File: src/rtl/display_scan_ctrl_if.sv
// Display controller bus: value and mode request in, multiplexed
// seven-segment drive and status out.
interface display_scan_ctrl_if #(
   parameter int NUM_DIGITS = 4,
   parameter int RESULT_W   = 8
);
   logic signed [RESULT_W-1:0] result;
   logic                       mode_change;
   logic [6:0]                 seg;
   logic [NUM_DIGITS-1:0]      an;
   logic                       hex_mode;
   logic                       busy;

   modport master (output result, mode_change, input seg, an, hex_mode, busy);
   modport slave  (input result, mode_change, output seg, an, hex_mode, busy);
endinterface

File: src/rtl/display_scan_ctrl.sv
// Signed value -> multiplexed seven-segment display (decimal or hex).
// Optional LEADING_ZERO_BLANK_EN blanks zeros above the most significant digit.

module display_scan_digit (
   input  logic [3:0] nib,
   input  logic       blank,
   input  logic       ovf,
   output logic [6:0] glyph
);
   always_comb begin
      glyph = 7'b1111111;
      case (nib)
         4'h0: glyph = 7'b1000000;
         4'h1: glyph = 7'b1111001;
         4'h2: glyph = 7'b0100100;
         4'h3: glyph = 7'b0110000;
         4'h4: glyph = 7'b0011001;
         4'h5: glyph = 7'b0010010;
         4'h6: glyph = 7'b0000010;
         4'h7: glyph = 7'b1111000;
         4'h8: glyph = 7'b0000000;
         4'h9: glyph = 7'b0010000;
         4'hA: glyph = 7'b0001000;
         4'hB: glyph = 7'b0000011;
         4'hC: glyph = 7'b1000110;
         4'hD: glyph = 7'b0100001;
         4'hE: glyph = 7'b0000110;
         default: glyph = 7'b0001110;
      endcase
      if (ovf)        glyph = 7'b0111111;
      else if (blank) glyph = 7'b1111111;
   end
endmodule

module display_scan_ctrl #(
   parameter int NUM_DIGITS  = 4,
   parameter int RESULT_W    = 8,
   parameter int REFRESH_DIV = 100000
) (
   input  logic              clk,
   input  logic              reset,
   display_scan_ctrl_if.slave bus
);
   localparam logic [6:0] G_BLANK = 7'b1111111;
   localparam logic [6:0] G_MINUS = 7'b0111111;
   localparam int MAG_N = NUM_DIGITS - 1;
   // BCD digits able to hold any RESULT_W-bit magnitude, so overflow is visible
   localparam int BCD_N = (RESULT_W + 2) / 3;
   localparam int SR_N  = (BCD_N > MAG_N) ? BCD_N : MAG_N;
   localparam int SR_W  = 4 * SR_N + RESULT_W;
   localparam int CNT_W = $clog2(RESULT_W + 1);
   localparam int RC_W  = (REFRESH_DIV > 2) ? $clog2(REFRESH_DIV) : 1;
   localparam int IDX_W = $clog2(NUM_DIGITS);

   typedef enum logic [1:0] {IDLE, LOAD, SHIFT, DONE} state_t;

   state_t                       state;
   logic                         busy_q, first_q, last_hex, neg_q, hex_q;
   logic                         mc_q, hex_mode_q;
   logic [RESULT_W-1:0]          res_u, mag_c, last_val;
   logic [SR_W-1:0]              sr_q;
   logic [4*SR_N-1:0]            bcd, adj;
   logic [CNT_W-1:0]             cnt;
   logic                         ovf;
   logic [MAG_N-1:0]             blank;
   logic [MAG_N-1:0][6:0]        glyph_c;
   logic [6:0]                   sign_g;
   logic [NUM_DIGITS-1:0][6:0]   dig_q;
   logic [RC_W-1:0]              rcnt;
   logic [IDX_W-1:0]             idx;
   logic [NUM_DIGITS-1:0]        an_q;
   logic [6:0]                   seg_q;

   assign res_u = bus.result;
   // Two's-complement negate as unsigned: the most negative value maps to 2^(W-1)
   assign mag_c = res_u[RESULT_W-1] ? (~res_u + RESULT_W'(1)) : res_u;
   assign bcd   = sr_q[SR_W-1:RESULT_W];

   always_comb begin
      adj = bcd;
      if (!hex_q)
         for (int i = 0; i < SR_N; i++)
            if (bcd[4*i +: 4] >= 4'd5) adj[4*i +: 4] = bcd[4*i +: 4] + 4'd3;
   end

   always_comb begin
      ovf = 1'b0;
      for (int i = MAG_N; i < SR_N; i++)
         if (bcd[4*i +: 4] != 4'd0) ovf = 1'b1;
   end

`ifdef LEADING_ZERO_BLANK_EN
   always_comb begin
      logic run;
      run   = 1'b1;
      blank = '0;
      for (int i = MAG_N - 1; i >= 0; i--) begin
         if (bcd[4*i +: 4] != 4'd0) run = 1'b0;
         blank[i] = run && (i != 0);
      end
   end
`else
   assign blank = '0;
`endif

   for (genvar g = 0; g < MAG_N; g++) begin : g_dig
      display_scan_digit u_dig (
         .nib   (bcd[4*g +: 4]),
         .blank (blank[g]),
         .ovf   (ovf),
         .glyph (glyph_c[g])
      );
   end

   assign sign_g = (ovf || neg_q) ? G_MINUS : G_BLANK;

   // Converter: result/mode are captured in LOAD, so later input changes only
   // take effect through a fresh pass from IDLE.
   always_ff @(posedge clk or negedge reset) begin
      if (!reset) begin
         state    <= IDLE;
         busy_q   <= 1'b0;
         first_q  <= 1'b1;
         last_val <= '0;
         last_hex <= 1'b0;
         neg_q    <= 1'b0;
         hex_q    <= 1'b0;
         sr_q     <= '0;
         cnt      <= '0;
         dig_q    <= {NUM_DIGITS{G_BLANK}};
      end else begin
         case (state)
            IDLE: if (first_q || res_u != last_val || hex_mode_q != last_hex) begin
               state   <= LOAD;
               busy_q  <= 1'b1;
               first_q <= 1'b0;
            end
            LOAD: begin
               last_val <= res_u;
               last_hex <= hex_mode_q;
               neg_q    <= res_u[RESULT_W-1];
               hex_q    <= hex_mode_q;
               sr_q     <= {{(4*SR_N){1'b0}}, mag_c};
               cnt      <= '0;
               state    <= SHIFT;
            end
            SHIFT: begin
               sr_q <= {adj, sr_q[RESULT_W-1:0]} << 1;
               cnt  <= cnt + CNT_W'(1);
               if (cnt == CNT_W'(RESULT_W - 1)) state <= DONE;
            end
            default: begin
               dig_q  <= {sign_g, glyph_c};
               state  <= IDLE;
               busy_q <= 1'b0;
            end
         endcase
      end
   end

   always_ff @(posedge clk or negedge reset) begin
      if (!reset) begin
         mc_q       <= 1'b0;
         hex_mode_q <= 1'b0;
      end else begin
         mc_q <= bus.mode_change;
         if (bus.mode_change && !mc_q) hex_mode_q <= ~hex_mode_q;
      end
   end

   // an and seg are both registered from the same index so they stay aligned
   always_ff @(posedge clk or negedge reset) begin
      if (!reset) begin
         rcnt  <= '0;
         idx   <= '0;
         an_q  <= '1;
         seg_q <= G_BLANK;
      end else begin
         if (rcnt == RC_W'(REFRESH_DIV - 1)) begin
            rcnt <= '0;
            idx  <= (idx == IDX_W'(NUM_DIGITS - 1)) ? '0 : idx + IDX_W'(1);
         end else begin
            rcnt <= rcnt + RC_W'(1);
         end
         an_q  <= ~(NUM_DIGITS'(1) << idx);
         seg_q <= dig_q[idx];
      end
   end

   assign bus.seg      = seg_q;
   assign bus.an       = an_q;
   assign bus.hex_mode = hex_mode_q;
   assign bus.busy     = busy_q;
endmodule

File: src/flat_wrapper.sv
// flat-port wrapper written by rule: the top's interface ports become plain ports
module display_scan_ctrl_flat 
#(
   parameter int NUM_DIGITS  = 4,
   parameter int RESULT_W    = 8,
   parameter int REFRESH_DIV = 100000
)
  (clk, reset, bus_result, bus_mode_change, bus_seg, bus_an, bus_hex_mode, bus_busy);
  display_scan_ctrl_if #(.NUM_DIGITS(NUM_DIGITS), .RESULT_W(RESULT_W)) bus_i ();
  input  logic clk;
  input  logic reset;
  input wire logic [$bits(bus_i.result)-1:0] bus_result;
  input wire logic [$bits(bus_i.mode_change)-1:0] bus_mode_change;
  output wire logic [$bits(bus_i.seg)-1:0] bus_seg;
  output wire logic [$bits(bus_i.an)-1:0] bus_an;
  output wire logic [$bits(bus_i.hex_mode)-1:0] bus_hex_mode;
  output wire logic [$bits(bus_i.busy)-1:0] bus_busy;
  assign bus_i.result = bus_result;
  assign bus_i.mode_change = bus_mode_change;
  assign bus_seg = bus_i.seg;
  assign bus_an = bus_i.an;
  assign bus_hex_mode = bus_i.hex_mode;
  assign bus_busy = bus_i.busy;
  display_scan_ctrl #(.NUM_DIGITS(NUM_DIGITS), .RESULT_W(RESULT_W), .REFRESH_DIV(REFRESH_DIV)) u_core (.clk(clk), .reset(reset), .bus(bus_i));
endmodule
File: config.mk
export PLATFORM = sky130hd
export DESIGN_NAME = display_scan_ctrl_flat
export DESIGN_NICKNAME = d
export VERILOG_FILES = /design/src/rtl/display_scan_ctrl_if.sv /design/src/rtl/display_scan_ctrl.sv /design/src/flat_wrapper.sv
export SDC_FILE = /design/constraint.sdc
export NUM_CORES = 1
export LEC_CHECK = 0
export CAP_MARGIN = 25
export CORE_MARGIN = 8
export CORE_UTILIZATION = 60
export DETAILED_ROUTE_END_ITERATION = 8
export GPL_TIMING_DRIVEN = 0
export HOLD_SLACK_MARGIN = 0.15
export PLACE_DENSITY_LB_ADDON = 0.08
export SLEW_MARGIN = 15
export SYNTH_ARGS = -nofsm -noshare
export SYNTH_HDL_FRONTEND = slang
export SYNTH_SLANG_ARGS = --single-unit
File: constraint.sdc
create_clock -name clk -period 2.2 [get_ports clk]
set_clock_uncertainty 0.05 [all_clocks]
set_input_delay 0.66 -clock clk [delete_from_list [all_inputs] [get_ports clk]]
set_output_delay 0.66 -clock clk [all_outputs]
set_load 0.005 [all_outputs]
==> qor.yml <==
routing:
  route.detailed.drc: 0
  wl_per_cell_um: 15.3
  ant_nets: 0
  viasPerCell: 5.50
  dr.pass1.iters: 4
  drtIter0Drc: 168
  wl_um: 9770
  vias: 3512
sta:
  period_needed_ps: 2080
  finalHoldViolCount: 0
  finalSetupTns_ps: 0
  fin_crit_sh_pct: 94.6
  finalSetupViolations: 0
  relSlewSlack_pct: 55.2
  max_freq_ghz: 0.480
  rsz0062_at_grt: "false"
  drv_slew: 0
  worst_pin_slew_ps: 667
pwr:
  switching_share_pct: 35.4
  peakVddDrop_mv: 0.643
  power_leakage_uw: 0.00234
  p_seq_share_pct: 42.9
  p_int_uw: 3980
  combPwrFrac_pct: 35.8
  pwr_density_cell_nw_per_um2: 1120
  power_switching_uw: 2180
  clkPwrFrac_pct: 21.3
synthesis:
  yosysMostFrequentCell: "dfrtp_1"
  async_reset_ff_share_pct: 100
  avgSynthCellArea_um2: 9.90
  synth_simple_gate_area_share_pct: 12.7
  yosys.area.top_type: "dfrtp_1"
  yosysSeqAreaShare_pct: 47.4
  synth_top_area_share_pct: 29.2
  synth_compound_area_share_pct: 13.3
  synth_area_leaders: "dfrtp_1 29%, dfstp_2 18%, ha_1 8.2%"
  ys_ff_latch: 91
  synthCells: 494
  ys_types: 47
  synthesis.area_um2: 4890
  synth_xor_area_share_pct: 6.27
  synth_top_family_by_area: "compound AO/OA/AOI/OAI gates"
  yosysWarnings: 0
  syn_nets: 537
  synthTopCellsByCount: "57 x dfrtp_1, 48 x nor2_1, 45 x a21oi_1"
  synthFlopType: "dfrtp_1"
  synth_fa_ha_area_share_pct: 8.19
  synth-edff-count: 0
  synthMuxAreaShare_pct: 7.24
place:
  hpwl_um: 7040
  dp.cells: 622
  gp_congestion: 0.845
  portBuffers: 22
setup_path:
  crit_path_start_kind: "flip-flop"
  max_stage_delay_ps: 530
  cp_cell_sequence: "clkdlybuf4s50_1"
  worstPathRequired_ps: 1490
  cp_slowest_cell: "dfstp_2"
  crit_arrival_ps: 1370
  worst-path-max-fanout: 1
  critPathBufInv: 1
  crit_family: "flip-flops"
  crit_type: "flip-flop to primary output"
  end_kind: "primary output"
clock_tree:
  clockBufferDepth: 2
  path_clk_slew_ps: 90
  cts_tree: "done"
  htree_num_levels: 3
  cts_made_buffers: 9
  clk-insertion-delay-late_ps: 360
  clock-sinks: 91
  post_cts_buffers: 0
  cts-root-buf: "clkbuf_8"
run:
  cap_violations: 0
finish:
  diodes: 0
  layout-drive-gt1-share_pct: 16.1
  syn_to_final_growth_pct: 12.9
  layout.cells.non_filler: 638
  fin_nets: 571
  filler_cell_count: 637
floorplanning:
  die_w_um: 106
  start_util_pct: 60.7
  rows: 33
  die_y_um: 106
  io_pins: 24
  core_area_um2: 8050
  dieArea_um2: 11300
global_route:
  grt-ovfl-total: 0
  antenna_found_initial: 0
  grt_usage_pct: 18.2
  grt_pass1_vias: 3459
  grt_max_degree: 54
  grt_pass1_wl_um: 16900
hold_path:
  hold_path.class: "input port to async pin"
outcome:
  status: "finished, final reports clean"
-- through the flow --
step / setup WS [ps] / power (uW) / hold slack [ps] / instance area, um2 / util, %
final: 119 / 6160 / 238 / 5520 / 68.6
after detailed placement: -253 / 4850 / 419 / 5270 / 65.4
after global placement: -2870 / 4770 / 412 / 5240 / 65.1
after CTS: 60.6 / 6160 / 236 / 5500 / 68.3
after global routing: 67.9 / 6600 / 253 / 5520 / 68.6
after floorplan: 322 / 4110 / 314 / 4890 / -
-- flip-flops by register name, indices dropped and copies added (netlist names) --
signal	count
u_core.bus.an	4
u_core.bus.busy	1
u_core.bus.hex_mode	1
u_core.bus.seg	7
u_core.cnt	4
u_core.dig_q	22
u_core.first_q	1
u_core.hex_q	1
u_core.idx	2
u_core.last_val	8
u_core.mc_q	1
u_core.rcnt	17
u_core.sr_q	20
u_core.state	2
-- kinds of logic (layout without fill, tap and decap cells) --
| kind of cell | after synthesis | count (layout) |
|---|---|---|
| compound gates | 113 | 113 |
| xor+xnor | 35 | 35 |
| fa+ha+maj | 32 | 32 |
| buf+inv | 61 | 100 |
| flops | 91 | 91 |
| mux | 31 | 31 |
| simple gates | 131 | 131 |
-- final timing paths --
kind	start	to	slack, ps	cells after the start
min in group clk	u_core.dig_q[27]	u_core.dig_q[27]	430	2
max in group asynchronous	reset	u_core.dig_q[27]	1200	2
worst min-delay path	reset	u_core.sr_q[19]	240	1
worst max register to register	u_core.sr_q[16]	u_core.sr_q[19]	200	7
worst max-delay path	u_core.bus.seg[0]	bus_seg[0]	120	1
worst min register to register	u_core.dig_q[27]	u_core.dig_q[27]	430	2
-- timing repair --
action,CTS,global route
hold buffers,0,0
resized for setup,0,9
setup endpoints to repair,0,19
-- metal layers --
metal | routed length, um | track usage [%] | vias to the layer above
li1 | - | - | 1758
met1 | 4600 | 24.4 | 1687
met2 | 4650 | 28.8 | 56
met3 | 425 | 3.87 | 11
met4 | 97 | 6.13 | 0
met5 | 0 | 0 | -
-- area by class of cell --
| type | count | area [um2] | share of cell area [%] |
|---|---|---|---|
| clock inverters | 6 | 96.3 | 1.75 |
| plain buffers | 23 | 103 | 1.86 |
| multi-input cells | 342 | 2340 | 42.5 |
| well taps | 105 | 131 | 2.38 |
| inverters | 38 | 143 | 2.58 |
| repair buffers | 23 | 245 | 4.44 |
| flip-flops and latches | 91 | 2320 | 42.0 |
| clock buffers | 10 | 138 | 2.49 |
-- placed cells by master (no fill, tap or decap), types with 2 or more instances in the layout --
cell type,n
dfrtp_1,57
nor2_1,48
a21oi_1,44
inv_1,35
dfstp_2,34
nand2_1,32
ha_1,32
o21ai_0,31
xnor2_1,23
clkdlybuf4s50_1,21
mux2_2,15
nand3_1,14
mux2i_1,14
o22ai_1,13
xor2_1,12
clkbuf_1,12
clkbuf_8,10
nand4_1,8
nor3_1,7
nor2b_1,6
nand2b_1,5
a31oi_1,4
buf_2,4
clkinv_1,3
buf_1,3
a32oi_1,3
a211oi_1,3
clkbuf_2,3
o211ai_1,3
mux4_2,2
o21ai_2,2
or3_1,2
bufinv_16,2
-- power by group through the flow --
stage / clock (uW) / combinational [uW] / sequential [uW]
2_1_floorplan: 0 / 1520 / 2590
3_5_place_dp: 0 / 2170 / 2680
3_3_place_gp: 0 / 2110 / 2660
6_report: 1310 / 2200 / 2640
4_1_cts: 1330 / 2190 / 2650
5_1_grt: 1390 / 2500 / 2710
No activity file was read; power rests on OpenSTA's default activity.
